**src/rtl/dmem_req_merger.sv**
```systemverilog
// ---------------------------------------------------------------------------
// dmem_req_merger
//
// Data-memory front end sitting between NUM_PORTS translated LSU ports and a
// dual-lane dcache. Each cycle it picks the oldest requesting port for lane 0.
// When pairing is compiled in, it may also place the next requesting port on
// lane 1. Accepted transactions are tracked in an in-order response queue of
// MAX_OUTSTANDING entries. Each dcache response is routed back to the port(s)
// that issued it. Responses belonging to transactions flushed by cancel are
// dropped.
//
// Optional feature macro: DMEM_PAIR_EN
//   defined   : a second port may ride on lane 1 when it shares the cache line,
//               the op, and cached-ness with lane 0.
//   undefined : one port per cycle, lane 1 never valid.
//
// Ports
//   clk, resetn            clock, asynchronous active-low reset
//   cancel                 pipeline flush: kills queued entries, blocks issue
//   req/we/size/wstrb/
//   wdata/pa/uncached      per-port request fields
//   addr_ok                per-port request accepted this cycle
//   data_ok/rdata          per-port response (rdata valid with data_ok)
//   dcache_p{0,1}_valid    lane valids
//   dcache_op/tag/index    shared op and line address (taken from lane 0)
//   dcache_p{0,1}_*        per-lane offset/wstrb/wdata/size
//   dcache_uncached        lane-0 uncached attribute
//   dcache_addr_ok         dcache accepts the presented lane pair
//   dcache_data_ok/
//   dcache_p{0,1}_rdata    in-order response for the oldest accepted pair
//   busy                   response queue non-empty
// ---------------------------------------------------------------------------
module dmem_req_merger #(
    parameter int NUM_PORTS       = 2,
    parameter int MAX_OUTSTANDING = 4,
    parameter int TAG_W           = 20,
    parameter int INDEX_W         = 8,
    parameter int OFFSET_W        = 4
) (
    input  logic                           clk,
    input  logic                           resetn,
    input  logic                           cancel,
    input  logic [NUM_PORTS-1:0]           req,
    input  logic [NUM_PORTS-1:0]           we,
    input  logic [NUM_PORTS-1:0][1:0]      size,
    input  logic [NUM_PORTS-1:0][3:0]      wstrb,
    input  logic [NUM_PORTS-1:0][31:0]     wdata,
    input  logic [NUM_PORTS-1:0][31:0]     pa,
    input  logic [NUM_PORTS-1:0]           uncached,
    output logic [NUM_PORTS-1:0]           addr_ok,
    output logic [NUM_PORTS-1:0]           data_ok,
    output logic [NUM_PORTS-1:0][31:0]     rdata,
    output logic                           dcache_p0_valid,
    output logic                           dcache_p1_valid,
    output logic                           dcache_op,
    output logic [TAG_W-1:0]               dcache_tag,
    output logic [INDEX_W-1:0]             dcache_index,
    output logic [OFFSET_W-1:0]            dcache_p0_offset,
    output logic [3:0]                     dcache_p0_wstrb,
    output logic [31:0]                    dcache_p0_wdata,
    output logic [1:0]                     dcache_p0_size,
    output logic [OFFSET_W-1:0]            dcache_p1_offset,
    output logic [3:0]                     dcache_p1_wstrb,
    output logic [31:0]                    dcache_p1_wdata,
    output logic [1:0]                     dcache_p1_size,
    output logic                           dcache_uncached,
    input  logic                           dcache_addr_ok,
    input  logic                           dcache_data_ok,
    input  logic [31:0]                    dcache_p0_rdata,
    input  logic [31:0]                    dcache_p1_rdata,
    output logic                           busy
);

    localparam int PW = (NUM_PORTS > 1) ? $clog2(NUM_PORTS) : 1;
    localparam int AW = (MAX_OUTSTANDING > 1) ? $clog2(MAX_OUTSTANDING) : 1;
    localparam int CW = $clog2(MAX_OUTSTANDING + 1);

    typedef struct packed {
        logic [PW-1:0] p0_port;
        logic          p1_vld;
        logic [PW-1:0] p1_port;
    } ent_t;

    // -----------------------------------------------------------------------
    // Lane selection
    // -----------------------------------------------------------------------
    logic [PW-1:0] p0_sel, p1_sel;
    logic          has_req, pair_ok;

    // Lowest-index requester is the oldest and always owns lane 0.
    always_comb begin
        p0_sel  = '0;
        has_req = 1'b0;
        for (int k = NUM_PORTS - 1; k >= 0; k--) begin
            if (req[k]) begin
                p0_sel  = PW'(k);
                has_req = 1'b1;
            end
        end
    end

`ifdef DMEM_PAIR_EN
    logic [PW-1:0] nxt_sel;
    logic          nxt_vld;

    // Only the very next requester may pair. Skipping over it to a later
    // port would let a younger access overtake an older one.
    always_comb begin
        nxt_sel = p0_sel;
        nxt_vld = 1'b0;
        for (int k = NUM_PORTS - 1; k >= 0; k--) begin
            if (req[k] && (PW'(k) > p0_sel)) begin
                nxt_sel = PW'(k);
                nxt_vld = 1'b1;
            end
        end
    end

    assign pair_ok = nxt_vld && !uncached[p0_sel] && !uncached[nxt_sel] &&
                     (we[p0_sel] == we[nxt_sel]) &&
                     (pa[p0_sel][31:OFFSET_W] == pa[nxt_sel][31:OFFSET_W]);
    assign p1_sel  = pair_ok ? nxt_sel : p0_sel;
`else
    assign pair_ok = 1'b0;
    assign p1_sel  = p0_sel;
`endif

    // -----------------------------------------------------------------------
    // Queue state
    // -----------------------------------------------------------------------
    ent_t                 ent_q [MAX_OUTSTANDING];
    logic [MAX_OUTSTANDING-1:0] vld_q, vld_d, kill_q, kill_d;
    logic [AW-1:0]        wr_ptr_q, wr_ptr_d, rd_ptr_q, rd_ptr_d;
    logic [CW-1:0]        count_q, count_d;
    logic                 full, issue, accept, push, pop;
    ent_t                 push_ent, head;
    logic                 head_kill;

    function automatic logic [AW-1:0] ptr_inc(input logic [AW-1:0] p);
        return (p == AW'(MAX_OUTSTANDING - 1)) ? '0 : p + AW'(1);
    endfunction

    // Full deliberately ignores a same-cycle pop, so a full queue always
    // blocks issue and the dcache never sees a request it could not track.
    assign full   = (count_q == CW'(MAX_OUTSTANDING));
    assign issue  = has_req && !full && !cancel;
    assign accept = issue && dcache_addr_ok;
    assign push   = accept;
    assign pop    = dcache_data_ok && (count_q != '0);
    assign busy   = (count_q != '0);

    assign push_ent.p0_port = p0_sel;
    assign push_ent.p1_vld  = pair_ok;
    assign push_ent.p1_port = p1_sel;

    assign head      = ent_q[rd_ptr_q];
    assign head_kill = kill_q[rd_ptr_q];

    always_comb begin
        wr_ptr_d = push ? ptr_inc(wr_ptr_q) : wr_ptr_q;
        rd_ptr_d = pop  ? ptr_inc(rd_ptr_q) : rd_ptr_q;
        count_d  = count_q;
        if (push && !pop)
            count_d = count_q + CW'(1);
        else if (pop && !push)
            count_d = count_q - CW'(1);
        for (int k = 0; k < MAX_OUTSTANDING; k++) begin
            vld_d[k]  = vld_q[k];
            // Cancel kills everything in flight, including the head popping now.
            kill_d[k] = kill_q[k] | (cancel & vld_q[k]);
            if (pop && (rd_ptr_q == AW'(k)))
                vld_d[k] = 1'b0;
            if (push && (wr_ptr_q == AW'(k))) begin
                vld_d[k]  = 1'b1;
                kill_d[k] = 1'b0;
            end
        end
    end

    always_ff @(posedge clk or negedge resetn) begin
        if (!resetn) begin
            wr_ptr_q <= '0;
            rd_ptr_q <= '0;
            count_q  <= '0;
            vld_q    <= '0;
            kill_q   <= '0;
            for (int k = 0; k < MAX_OUTSTANDING; k++)
                ent_q[k] <= '0;
        end else begin
            wr_ptr_q <= wr_ptr_d;
            rd_ptr_q <= rd_ptr_d;
            count_q  <= count_d;
            vld_q    <= vld_d;
            kill_q   <= kill_d;
            if (push)
                ent_q[wr_ptr_q] <= push_ent;
        end
    end

    // -----------------------------------------------------------------------
    // dcache request side
    // -----------------------------------------------------------------------
    always_comb begin
        dcache_p0_valid  = issue;
        dcache_p1_valid  = issue && pair_ok;
        dcache_op        = 1'b0;
        dcache_tag       = '0;
        dcache_index     = '0;
        dcache_p0_offset = '0;
        dcache_p0_wstrb  = '0;
        dcache_p0_wdata  = '0;
        dcache_p0_size   = '0;
        dcache_p1_offset = '0;
        dcache_p1_wstrb  = '0;
        dcache_p1_wdata  = '0;
        dcache_p1_size   = '0;
        dcache_uncached  = 1'b0;
        // Fields are zeroed when nothing is requested so an idle bus is quiet.
        if (has_req) begin
            dcache_op        = we[p0_sel];
            dcache_tag       = pa[p0_sel][31 -: TAG_W];
            dcache_index     = pa[p0_sel][OFFSET_W +: INDEX_W];
            dcache_p0_offset = pa[p0_sel][OFFSET_W-1:0];
            dcache_p0_wstrb  = wstrb[p0_sel];
            dcache_p0_wdata  = wdata[p0_sel];
            dcache_p0_size   = size[p0_sel];
            dcache_p1_offset = pa[p1_sel][OFFSET_W-1:0];
            dcache_p1_wstrb  = wstrb[p1_sel];
            dcache_p1_wdata  = wdata[p1_sel];
            dcache_p1_size   = size[p1_sel];
            dcache_uncached  = uncached[p0_sel];
        end
    end

    always_comb begin
        addr_ok = '0;
        if (accept) begin
            addr_ok[p0_sel] = 1'b1;
            if (pair_ok)
                addr_ok[p1_sel] = 1'b1;
        end
    end

    // -----------------------------------------------------------------------
    // Response routing
    // -----------------------------------------------------------------------
    always_comb begin
        data_ok = '0;
        rdata   = '0;
        if (pop && !head_kill && !cancel) begin
            data_ok[head.p0_port] = 1'b1;
            rdata[head.p0_port]   = dcache_p0_rdata;
            if (head.p1_vld) begin
                data_ok[head.p1_port] = 1'b1;
                rdata[head.p1_port]   = dcache_p1_rdata;
            end
        end
    end

endmodule
```
**config.mk**
```make
export PLATFORM = sky130hd
export DESIGN_NAME = dmem_req_merger
export DESIGN_NICKNAME = d
export VERILOG_FILES = /design/src/rtl/dmem_req_merger.sv
export SDC_FILE = /design/constraint.sdc
export NUM_CORES = 1
export LEC_CHECK = 0
export ABC_AREA = 0
export CORE_AREA = 2 2 157 159
export CTS_CLUSTER_DIAMETER = 40
export DETAILED_ROUTE_END_ITERATION = 6
export DIE_AREA = 0 0 159 161
export SYNTH_ARGS = -nofsm -noshare
export SYNTH_HDL_FRONTEND = slang
export SYNTH_SLANG_ARGS = --single-unit
```
**constraint.sdc**
```tcl
create_clock -name clk -period 2.4 [get_ports clk]
set_input_delay 0.48 -clock clk [delete_from_list [all_inputs] [get_ports clk]]
set_output_delay 0.48 -clock clk [all_outputs]
set_load 0.05 [all_outputs]
```
==> results of run 1 <==
area by class of cell:
cell class / count / area, sq um
sequential: 19 / 476.7
clock inverter: 1 / 5.005
tap: 324 / 405.4
inverter: 11 / 41.29
clock buffer: 3 / 75.07
fill: 2386 / 15240
timing repair buffer: 398 / 5897
multi-input combinational: 203 / 1827
sequential cells by signal (all words and copies together) (netlist names):
name,count
count_q,3
kill_q,4
vld_q,4
ent_q,4
wr_ptr_q,2
rd_ptr_q,2
power by group:
group          internal [mW]  switching, mW  total, mW
Clock                  0.223          0.115      0.338
Combinational           1.91           2.01       3.92
Sequential             0.473          0.118      0.591
Total                   2.61           2.24       4.85
synth_stat cells:
cell type,number
nand3_1,1
and2_1,2
clkbuf_1,23
mux4_2,1
inv_1,11
ha_1,9
buf_1,3
dfrtp_1,19
nor3_1,1
mux2i_1,2
xor2_1,2
a22o_1,72
buf_2,1
a211oi_4,1
or3b_2,1
and3_1,63
o211a_1,1
conb_1,1
xnor2_1,1
fa_1,1
o31a_1,1
o21a_1,1
o21ba_2,1
nor2b_1,2
a21oi_1,8
buf_4,43
nor3b_1,1
and3_2,2
nand2_1,5
buf_6,4
o21ai_0,8
nor2_1,2
or3_1,1
mux2_2,8
nand4_1,4
metal layers:
| metal | part of all wire [%] | wire length (um) | GRT usage [%] | up-vias |
|---|---|---|---|---|
| li1 | - | - | - | 1763 |
| met1 | 37 | 6143 | 14.18 | 1756 |
| met2 | 54 | 8885 | 22.67 | 194 |
| met3 | 8.2 | 1352 | 3.672 | 16 |
| met4 | 0.91 | 151 | 1.281 | 2 |
| met5 | 0.079 | 13 | 0 | - |
worst register-to-register path, delay by kind of cell (launching register included):
kind	cells	cell delay (ns)
simple gates	2	0.68
mux	1	0.27
buf+inv	1	0.07
fa+ha+maj	2	0.58
flops	1	0.43
worst max path at each step:
stage                     start             endpoint  slack (ns)  depth (start not counted)
floorplan                req[1]  dcache_p1_offset[2]       -0.19                          6
global placement         cancel           count_q[2]       -0.09                          9
detailed placement       req[1]  dcache_p1_wdata[17]       -0.12                          5
CTS                 rd_ptr_q[0]            rdata[17]       -0.14                          5
global route        rd_ptr_q[0]            rdata[26]       -0.21                          5
finish              rd_ptr_q[0]            rdata[17]       -0.12                          5
per-stage QoR:
stage,setup TNS (ns),power [mW],utilization [%],hold slack [ns]
after floorplan,-1.338,2.529,-,0.1844
after global placement,-2.380,4.328,34.71,0.4833
after detailed placement,-4.374,4.342,34.71,0.4955
after CTS,-4.712,4.764,35.88,0.5082
after global routing,-8.388,5.143,36.42,0.5262
final,-3.377,4.851,36.42,0.5038
kinds of logic after synthesis:
group           synth area share [%]
compound gates                 29.87
simple gates                   20.18
flops                          18.52
fa+ha+maj                      5.166
mux                            5.166
buf+inv                        19.93
xor+xnor                       1.024
other cells                   0.1461
repair_timing:
action | in CTS | in global routing
endpoints found under the setup margin | 152 | 68
cloned | 2 | 1
hold buffers | 0 | 0
endpoints found under the hold margin | 0 | 0
pin swaps | 1 | 3
buffers inserted | 4 | 0
gates resized for setup | 24 | 24
==> results.yml, run 1 <==
synthesis:
  syn-cell-area_sq_um: 2567
  avgSynthCellArea_sq_um: 8.363
  postSynthNetCount: 532
  synth_cell_types: 35
  seq_area_frac_synth_pct: 18.52
  syn_inst: 307
  synth_top_area_share_pct: 24.56
  yosys_warnings: 0
  ys_seq_elements: 19
  yosysTopAreaCell: "a22o_1"
  synth.area.top_cells: "a22o_1, dfrtp_1, and3_1"
floorplanning:
  fp.dieH_um: 161
  start_util_pct: 10.71
  core_sq_um: 23960
  io_pins: 400
  fp-row-count: 57
  die-area_sq_um: 25600
  die_w_um: 159
clock_network:
  clk_pin_slew_worst_paths_ns: 0.05
  cts_made_buffers: 3
  clock_latency_ns: 0.25
  htree_levels: 1
  numClockSinks: 19
  cts-root-buf: "clkbuf_16"
  cts_tree: "yes"
  clk_path_buf_depth: 2
timing:
  min_period_over_period_pct: 104.9
  rsz0062_at_grt: "true"
  achievable-frequency_mhz: 397.2
  hold_violations: 0
  min_period_ns: 2.518
  fin_skew_ns: 0.001955
  slew_violations: 0
  finalWorstSetupSlack_ns: -0.1178
  setup_viol: 33
min_path:
  holdCritPathClass: "reg -> reg"
  holdPathStages: 1
  hold_start: "ent_q[2]"
  hold_end: "ent_q[2]"
worst_setup_path:
  crit_family: "multiplexers"
  r2r_setup_slack_ns: 0.25
  path_class: "reg -> out"
  worst_path_largest_cell_delay_ns: 0.57
  cp.required_ns: 1.92
  critPathCaptureType: "primary output"
  path_cells: "mux4_2 -> a211oi_4 -> buf_12 -> and3_2 -> buf_12"
  cp-start-kind: "flop"
  critical_path_buf_inv_count: 2
  path_max_fanout: 32
  r2r_cells: 6
  crit_slowest_cell: "mux4_2"
  r2r-end: "count_q[1]"
  arrival_ns: 2.04
  r2r_start: "count_q[1]"
  crit_top_cell: "buf_12"
power:
  p_leak_nw: 3.730
  pwr_density_cell_nw_per_um2: 555.8
  ir_drop_v: 0.0004731
routing:
  drt-pass1-iter-count: 4
  via_per_inst: 3.891
  drc: 0
  drt_iter0_markers: 118
  wl_per_cell_um: 17.25
  routed_wl_mm: 16.55
  final_antenna_net_count: 0
  num_vias: 3731
finish:
  mostFrequentLayoutCells: "buf_12, clkdlybuf4s50_1, a22o_1, and3_2, buf_4"
  stdcell_count: 959
  antenna_cells: 0
  drive_gt1_share_pct: 47.40
  areaGrowthSynthToFinish_pct: 239.9
  final_cell_area_sq_um: 8727
  layout_commonest_cell: "buf_12"
  nNetsFinal: 861
placement:
  dp_slack_ns: -0.1162
  io_buffers: 366
  place_inst: 948
  dp_hpwl_mm: 13.64
  gp_congestion: 0.7574
  placed_cell_area_sq_um: 8318
grt:
  grt-ovfl-total: 0
  grt_util_all_layers_pct: 12.17
  antenna_found_initial: 4
  grt_max_degree: 72
  grt_pass1_wl_mm: 24.58
  grt_pass1_vias: 4045
flow_run:
  maxCapViolCount: 0
run_status:
  status: "complete, but fails checks"
  violations: "negative setup slack"
Note: power is estimated with default switching activity, not from simulation.
==> inputs of run 2 (changes only) <==
--- a/config.mk
+++ b/config.mk
@@ -10,6 +10,8 @@
 export CTS_CLUSTER_DIAMETER = 40
 export DETAILED_ROUTE_END_ITERATION = 6
 export DIE_AREA = 0 0 159 161
+export REMOVE_ABC_BUFFERS = 1
 export SYNTH_ARGS = -nofsm -noshare
 export SYNTH_HDL_FRONTEND = slang
 export SYNTH_SLANG_ARGS = --single-unit
+export TNS_END_PERCENT = 100
==> constraint.sdc (replaced) <==
create_clock -name clk -period 2.2 [get_ports clk]
set_input_delay 0.44 -clock clk [delete_from_list [all_inputs] [get_ports clk]]
set_output_delay 0.44 -clock clk [all_outputs]
set_load 0.05 [all_outputs]
==> results.yml, run 2 (synthesis results as in run 1) <==
run_status:
  status: "complete, but fails checks"
  violations: "negative setup slack"
min_path:
  holdCritPathClass: "reg -> reg"
  hold_start: "ent_q[11]"
  holdPathStages: 1
  hold_end: "ent_q[11]"
routing:
  drt-pass1-iter-count: 6
  routed-wl-met2_mm: 9.494
  met3WireLength_um: 852
  wl_per_cell_um: 18.33
  via_per_inst: 3.900
  wl_met1_mm: 7.496
  routed_wl_mm: 18.04
  drt_iter0_markers: 195
  num_vias: 3838
  routed.top_layer: "met4"
  drc: 0
  final_antenna_net_count: 0
timing:
  min_period_over_period_pct: 114.5
  finalWorstSetupSlack_ns: -0.3187
  hold_violations: 0
  achievable-frequency_mhz: 397.0
  min_period_ns: 2.519
  fin_skew_ns: 0.003187
  setup_viol: 65
  slew_violations: 0
  rsz0062_at_grt: "true"
worst_setup_path:
  crit_top_cell: "buf_12"
  r2r-end: "count_q[1]"
  worst_path_largest_cell_delay_ns: 0.58
  crit_slowest_cell: "mux4_2"
  r2r_setup_slack_ns: 0.11
  r2r_start: "count_q[1]"
  path_cells: "mux4_2 -> a211oi_4 -> buf_4 -> buf_12 -> and3_4 -> buf_12"
  critPathCaptureType: "primary output"
  critical_path_buf_inv_count: 3
  cp.required_ns: 1.76
  critPathLaunch: "rd_ptr_q[0]"
  cp-start-kind: "flop"
  path_max_fanout: 16
  path_class: "reg -> out"
  arrival_ns: 2.08
  crit_family: "multiplexers"
  r2r_cells: 7
grt:
  grt_pass1_wl_mm: 24.70
  grt_max_degree: 73
  grt-ovfl-total: 0
  antenna_found_initial: 1
  grt_pass1_vias: 3757
  grt_util_all_layers_pct: 12.41
placement:
  dp_hpwl_mm: 13.89
  place_inst: 960
  gp_congestion: 0.8093
  placed_cell_area_sq_um: 8376
  io_buffers: 366
  dp_slack_ns: -0.2892
power:
  ir_drop_v: 0.0005258
  pwr_density_cell_nw_per_um2: 630.6
  p_leak_nw: 3.793
  power_mw: 5.814
finish:
  areaGrowthSynthToFinish_pct: 259.1
  fill_cells: 2286
  final_util_pct: 38.48
  drive_gt1_share_pct: 53.26
  nNetsFinal: 885
  layout_commonest_cell: "buf_12"
  stdcell_count: 984
  final_cell_area_sq_um: 9220
  top_regs: "ent_q (4), kill_q (4), vld_q (4)"
  mostFrequentLayoutCells: "buf_12, clkdlybuf4s50_1, and3_4, a22o_1, buf_4"
clock_network:
  clk_path_buf_depth: 2
  numClockSinks: 19
  clock_latency_ns: 0.25
  cts_hold_buf: 0
  cts_made_buffers: 3
  cts_tree: "yes"
  htree_levels: 1
  clk_pin_slew_worst_paths_ns: 0.05
  cts-root-buf: "clkbuf_16"
floorplanning:
  fp-row-count: 57
  start_util_pct: 10.71
  io_pins: 400
  die-area_sq_um: 25600
  die_w_um: 159
  core_sq_um: 23960
  fp.dieH_um: 161
flow_run:
  maxCapViolCount: 0
==> run 2: cell count changes in the layout (fill, tap and decap cells not counted), sizes merged <==
cell / previous run / this run
clkinv: 1 / 0
buf: 214 / 236
diode: 0 / 1
clkdlybuf4s50: 180 / 178
clkbuf: 4 / 10
bufbuf: 1 / 0
==> run 2: how the worst max path moves through the flow <==
stage | slack [ns] | endpoint | depth (start not counted)
final | -0.32 | rdata[1] | 6
after detailed placement | -0.29 | count_q[2] | 9
after global routing | -0.38 | rdata[22] | 6
after floorplan | -2.23 | dcache_p0_offset[0] | 2
after global placement | -0.26 | dcache_p1_wdata[16] | 6
after CTS | -0.32 | rdata[40] | 6
==> run 2: what timing repair did <==
| action | in CTS | in global routing |
|---|---|---|
| gates cloned | 2 | 6 |
| buffers inserted | 7 | 6 |
| gates resized for setup | 35 | 83 |
| setup endpoints to repair | 183 | 156 |
| pin swaps | 7 | 34 |
==> run 2: final cells by class <==
class / instances / area (sq um) / area share, %
Timing Repair Buffer: 422 / 6168 / 66.90
Multi-Input combinational cell: 203 / 2046 / 22.19
Sequential cell: 19 / 475.5 / 5.157
Tap cell: 324 / 405.4 / 4.397
Clock buffer: 4 / 78.83 / 0.8549
Inverter: 11 / 43.79 / 0.4750
Antenna cell: 1 / 2.502 / 0.02714
==> run 2: power breakdown <==
part | total [mW] | leakage (nW) | internal, mW | switching (mW)
logic | 4.81 | 3.53 | 2.40 | 2.41
registers | 0.635 | 0.227 | 0.514 | 0.121
clock network | 0.370 | 0.0382 | 0.246 | 0.123
==> run 2: through the flow <==
| stage | hold slack [ns] | TNS, ns |
|---|---|---|
| after global routing | 0.5220 | -22.61 |
| final | 0.4989 | -18.65 |
| after CTS | 0.5045 | -20.68 |
| after floorplan | 0.1444 | -275.83 |
| after global placement | 0.4865 | -29.97 |
| after detailed placement | 0.4930 | -27.31 |
==> run 2: per-layer routing <==
| metal | up-vias | global-route usage (%) |
|---|---|---|
| met5 | - | 0 |
| met4 | 0 | 2.025 |
| met3 | 11 | 2.260 |
| met2 | 165 | 22.49 |
| met1 | 1856 | 15.56 |
| li1 | 1806 | - |
==> inputs of run 3 (changes only) <==
--- a/config.mk
+++ b/config.mk
@@ -6,10 +6,13 @@
 export NUM_CORES = 1
 export LEC_CHECK = 0
 export ABC_AREA = 0
-export CORE_AREA = 2 2 157 159
+export CELL_PAD_IN_SITES_DETAIL_PLACEMENT = 0
+export CELL_PAD_IN_SITES_GLOBAL_PLACEMENT = 2
+export CORE_MARGIN = 1.5
+export CORE_UTILIZATION = 10
 export CTS_CLUSTER_DIAMETER = 40
 export DETAILED_ROUTE_END_ITERATION = 6
-export DIE_AREA = 0 0 159 161
+export PLACE_DENSITY_LB_ADDON = 0.1
 export REMOVE_ABC_BUFFERS = 1
 export SYNTH_ARGS = -nofsm -noshare
 export SYNTH_HDL_FRONTEND = slang
==> constraint.sdc (replaced) <==
create_clock -name clk -period 2.2 [get_ports clk]
set_input_delay 0.44 -clock clk [delete_from_list [all_inputs] [get_ports clk]]
set_output_delay 0.44 -clock clk [all_outputs]
set_load 0.01 [all_outputs]
==> results.yml, run 3 (synthesis results as in run 1) <==
finish:
  nNetsFinal: 876
  fill_cells: 2735
  final_util_pct: 25.95
  drive_gt1_share_pct: 29.54
  final_cell_area_sq_um: 6535
  top_regs: "ent_q (4), kill_q (4), vld_q (4)"
  stdcell_count: 983
  mostFrequentLayoutCells: "clkdlybuf4s50_1, a22o_1, dlygate4sd2_1, and3_1, buf_2"
  layout_commonest_cell: "clkdlybuf4s50_1"
  areaGrowthSynthToFinish_pct: 154.5
worst_setup_path:
  r2r_start: "count_q[1]"
  critPathCaptureType: "primary output"
  cp-start-kind: "flop"
  r2r_cells: 7
  cp.required_ns: 1.76
  arrival_ns: 2.14
  path_max_fanout: 16
  r2r-end: "count_q[1]"
  path_class: "reg -> out"
  r2r_setup_slack_ns: 0.08
clock_network:
  clock_latency_ns: 0.25
  cts_tree: "yes"
  cts-root-buf: "clkbuf_16"
  numClockSinks: 19
  clk_path_buf_depth: 2
  clk_pin_slew_worst_paths_ns: 0.06
  cts_made_buffers: 3
  htree_levels: 1
timing:
  achievable-frequency_mhz: 387.1
  rsz0062_at_grt: "true"
  finalWorstSetupSlack_ns: -0.3833
  min_period_over_period_pct: 117.4
  setup_viol: 64
  slew_violations: 0
  min_period_ns: 2.583
  hold_violations: 0
  fin_skew_ns: 0.001677
routing:
  routed_wl_mm: 21.87
  drt-pass1-iter-count: 4
  drc: 0
  wl_per_cell_um: 22.24
  final_antenna_net_count: 0
  drt_iter0_markers: 156
  num_vias: 3792
  via_per_inst: 3.858
placement:
  io_buffers: 366
  placed_cell_area_sq_um: 6496
  gp_congestion: 0.8350
  place_inst: 964
  dp_hpwl_mm: 18.27
power:
  power.switching_mw: 1.534
  pwr_density_cell_nw_per_um2: 582.7
  ir_drop_v: 0.0003764
  clkPwrFrac_pct: 10.2
  switching_share_pct: 40.29
  p_leak_nw: 3.181
  comb_power_share_pct: 73.6
  power.internal_mw: 2.274
  pwr-share-seq_pct: 16.2
floorplanning:
  die_w_um: 163.2
  fp-row-count: 58
  io_pins: 400
  start_util_pct: 10.20
  fp.dieH_um: 163.2
  core_sq_um: 25180
  die-area_sq_um: 26650
grt:
  grt_max_degree: 65
  grt_pass1_vias: 4034
  grt_pass1_wl_mm: 29.35
  grt-ovfl-total: 0
  antenna_found_initial: 3
  grt_util_all_layers_pct: 15.24
run_status:
  status: "complete, but fails checks"
  violations: "negative setup slack"
flow_run:
  maxCapViolCount: 0
min_path:
  hold_start: "ent_q[5]"
  holdCritPathClass: "reg -> reg"
  hold_end: "ent_q[5]"
  holdPathStages: 1
run 3: cell types whose count changed in the layout (fill, tap and decap cells not counted), moves of 4 or more:
cell | previous run | this run
buf_12 | 190 | 10
buf_6 | 9 | 19
buf_2 | 1 | 39
a22o_1 | 54 | 69
clkdlybuf4s15_1 | 0 | 21
a22o_2 | 10 | 0
and3_4 | 64 | 12
clkbuf_16 | 8 | 4
clkbuf_2 | 1 | 35
a22o_4 | 8 | 3
and3_1 | 1 | 51
dlygate4sd2_1 | 1 | 62
clkdlybuf4s15_2 | 0 | 12
run 3: worst max-delay path by stage:
| stage | start | end | depth (start not counted) |
|---|---|---|---|
| 3_5_place_dp | cancel | count_q[2] | 9 |
| 4_1_cts | rd_ptr_q[0] | rdata[22] | 8 |
| 2_1_floorplan | req[0] | dcache_p0_offset[0] | 2 |
| 6_report | rd_ptr_q[0] | rdata[27] | 7 |
| 3_3_place_gp | cancel | rdata[19] | 6 |
| 5_1_grt | rd_ptr_q[0] | rdata[4] | 7 |
run 3: what timing repair did:
item | CTS | global route
pin swaps | 6 | 3
hold buffers | 0 | 0
endpoints found under the setup margin | 185 | 111
endpoints found under the hold margin | 0 | 0
setup buffers | 7 | 2
cloned | 4 | 1
resized for setup | 440 | 75
run 3: per-stage QoR:
step | worst slack, ns | power, mW | setup TNS (ns) | hold WS (ns)
2_1_floorplan | -1.706 | 1.615 | -205.25 | 0.1444
4_1_cts | -0.4593 | 3.810 | -23.13 | 0.5033
3_5_place_dp | -0.6017 | 3.233 | -85.36 | 0.4895
5_1_grt | -0.4610 | 4.114 | -25.34 | 0.5302
6_report | -0.3833 | 3.808 | -20.76 | 0.5022
3_3_place_gp | -0.5588 | 3.226 | -81.16 | 0.4882
run 3: power by group through the flow:
stage	registers, mW	logic (mW)	clock network, mW
5_1_grt	0.644	3.05	0.417
4_1_cts	0.622	2.79	0.402
2_1_floorplan	0.636	0.979	0
6_report	0.618	2.80	0.387
3_3_place_gp	0.625	2.60	0
3_5_place_dp	0.630	2.60	0
run 3: worst max-delay path: stages, from the launching register on:
cell,delay [ns]
dfrtp_1,0.37
mux4_2,0.56
buf_6,0.15
a211oi_4,0.23
buf_12,0.16
buf_12,0.13
and3_4,0.18
buf_6,0.09
run 3: cell type report:
cell class	count	area (sq um)	share of cell area [%]
multi-input cells	203	1713	26.21
well taps	330	412.9	6.318
repair buffers	413	3800	58.15
flip-flops and latches	19	475.5	7.276
clock inverters	1	5.005	0.07658
inverters	11	46.29	0.7084
diodes	3	7.507	0.1149
clock buffers	3	75.07	1.149
run 3: routing by layer:
layer | up-vias | wire length (um) | GRT usage [%]
met1 | 1851 | 7527 | 14.93
met5 | - | 0 | 0
met2 | 141 | 12750 | 32.40
met4 | 0 | 209 | 2.669
li1 | 1789 | - | -
met3 | 11 | 1384 | 2.819
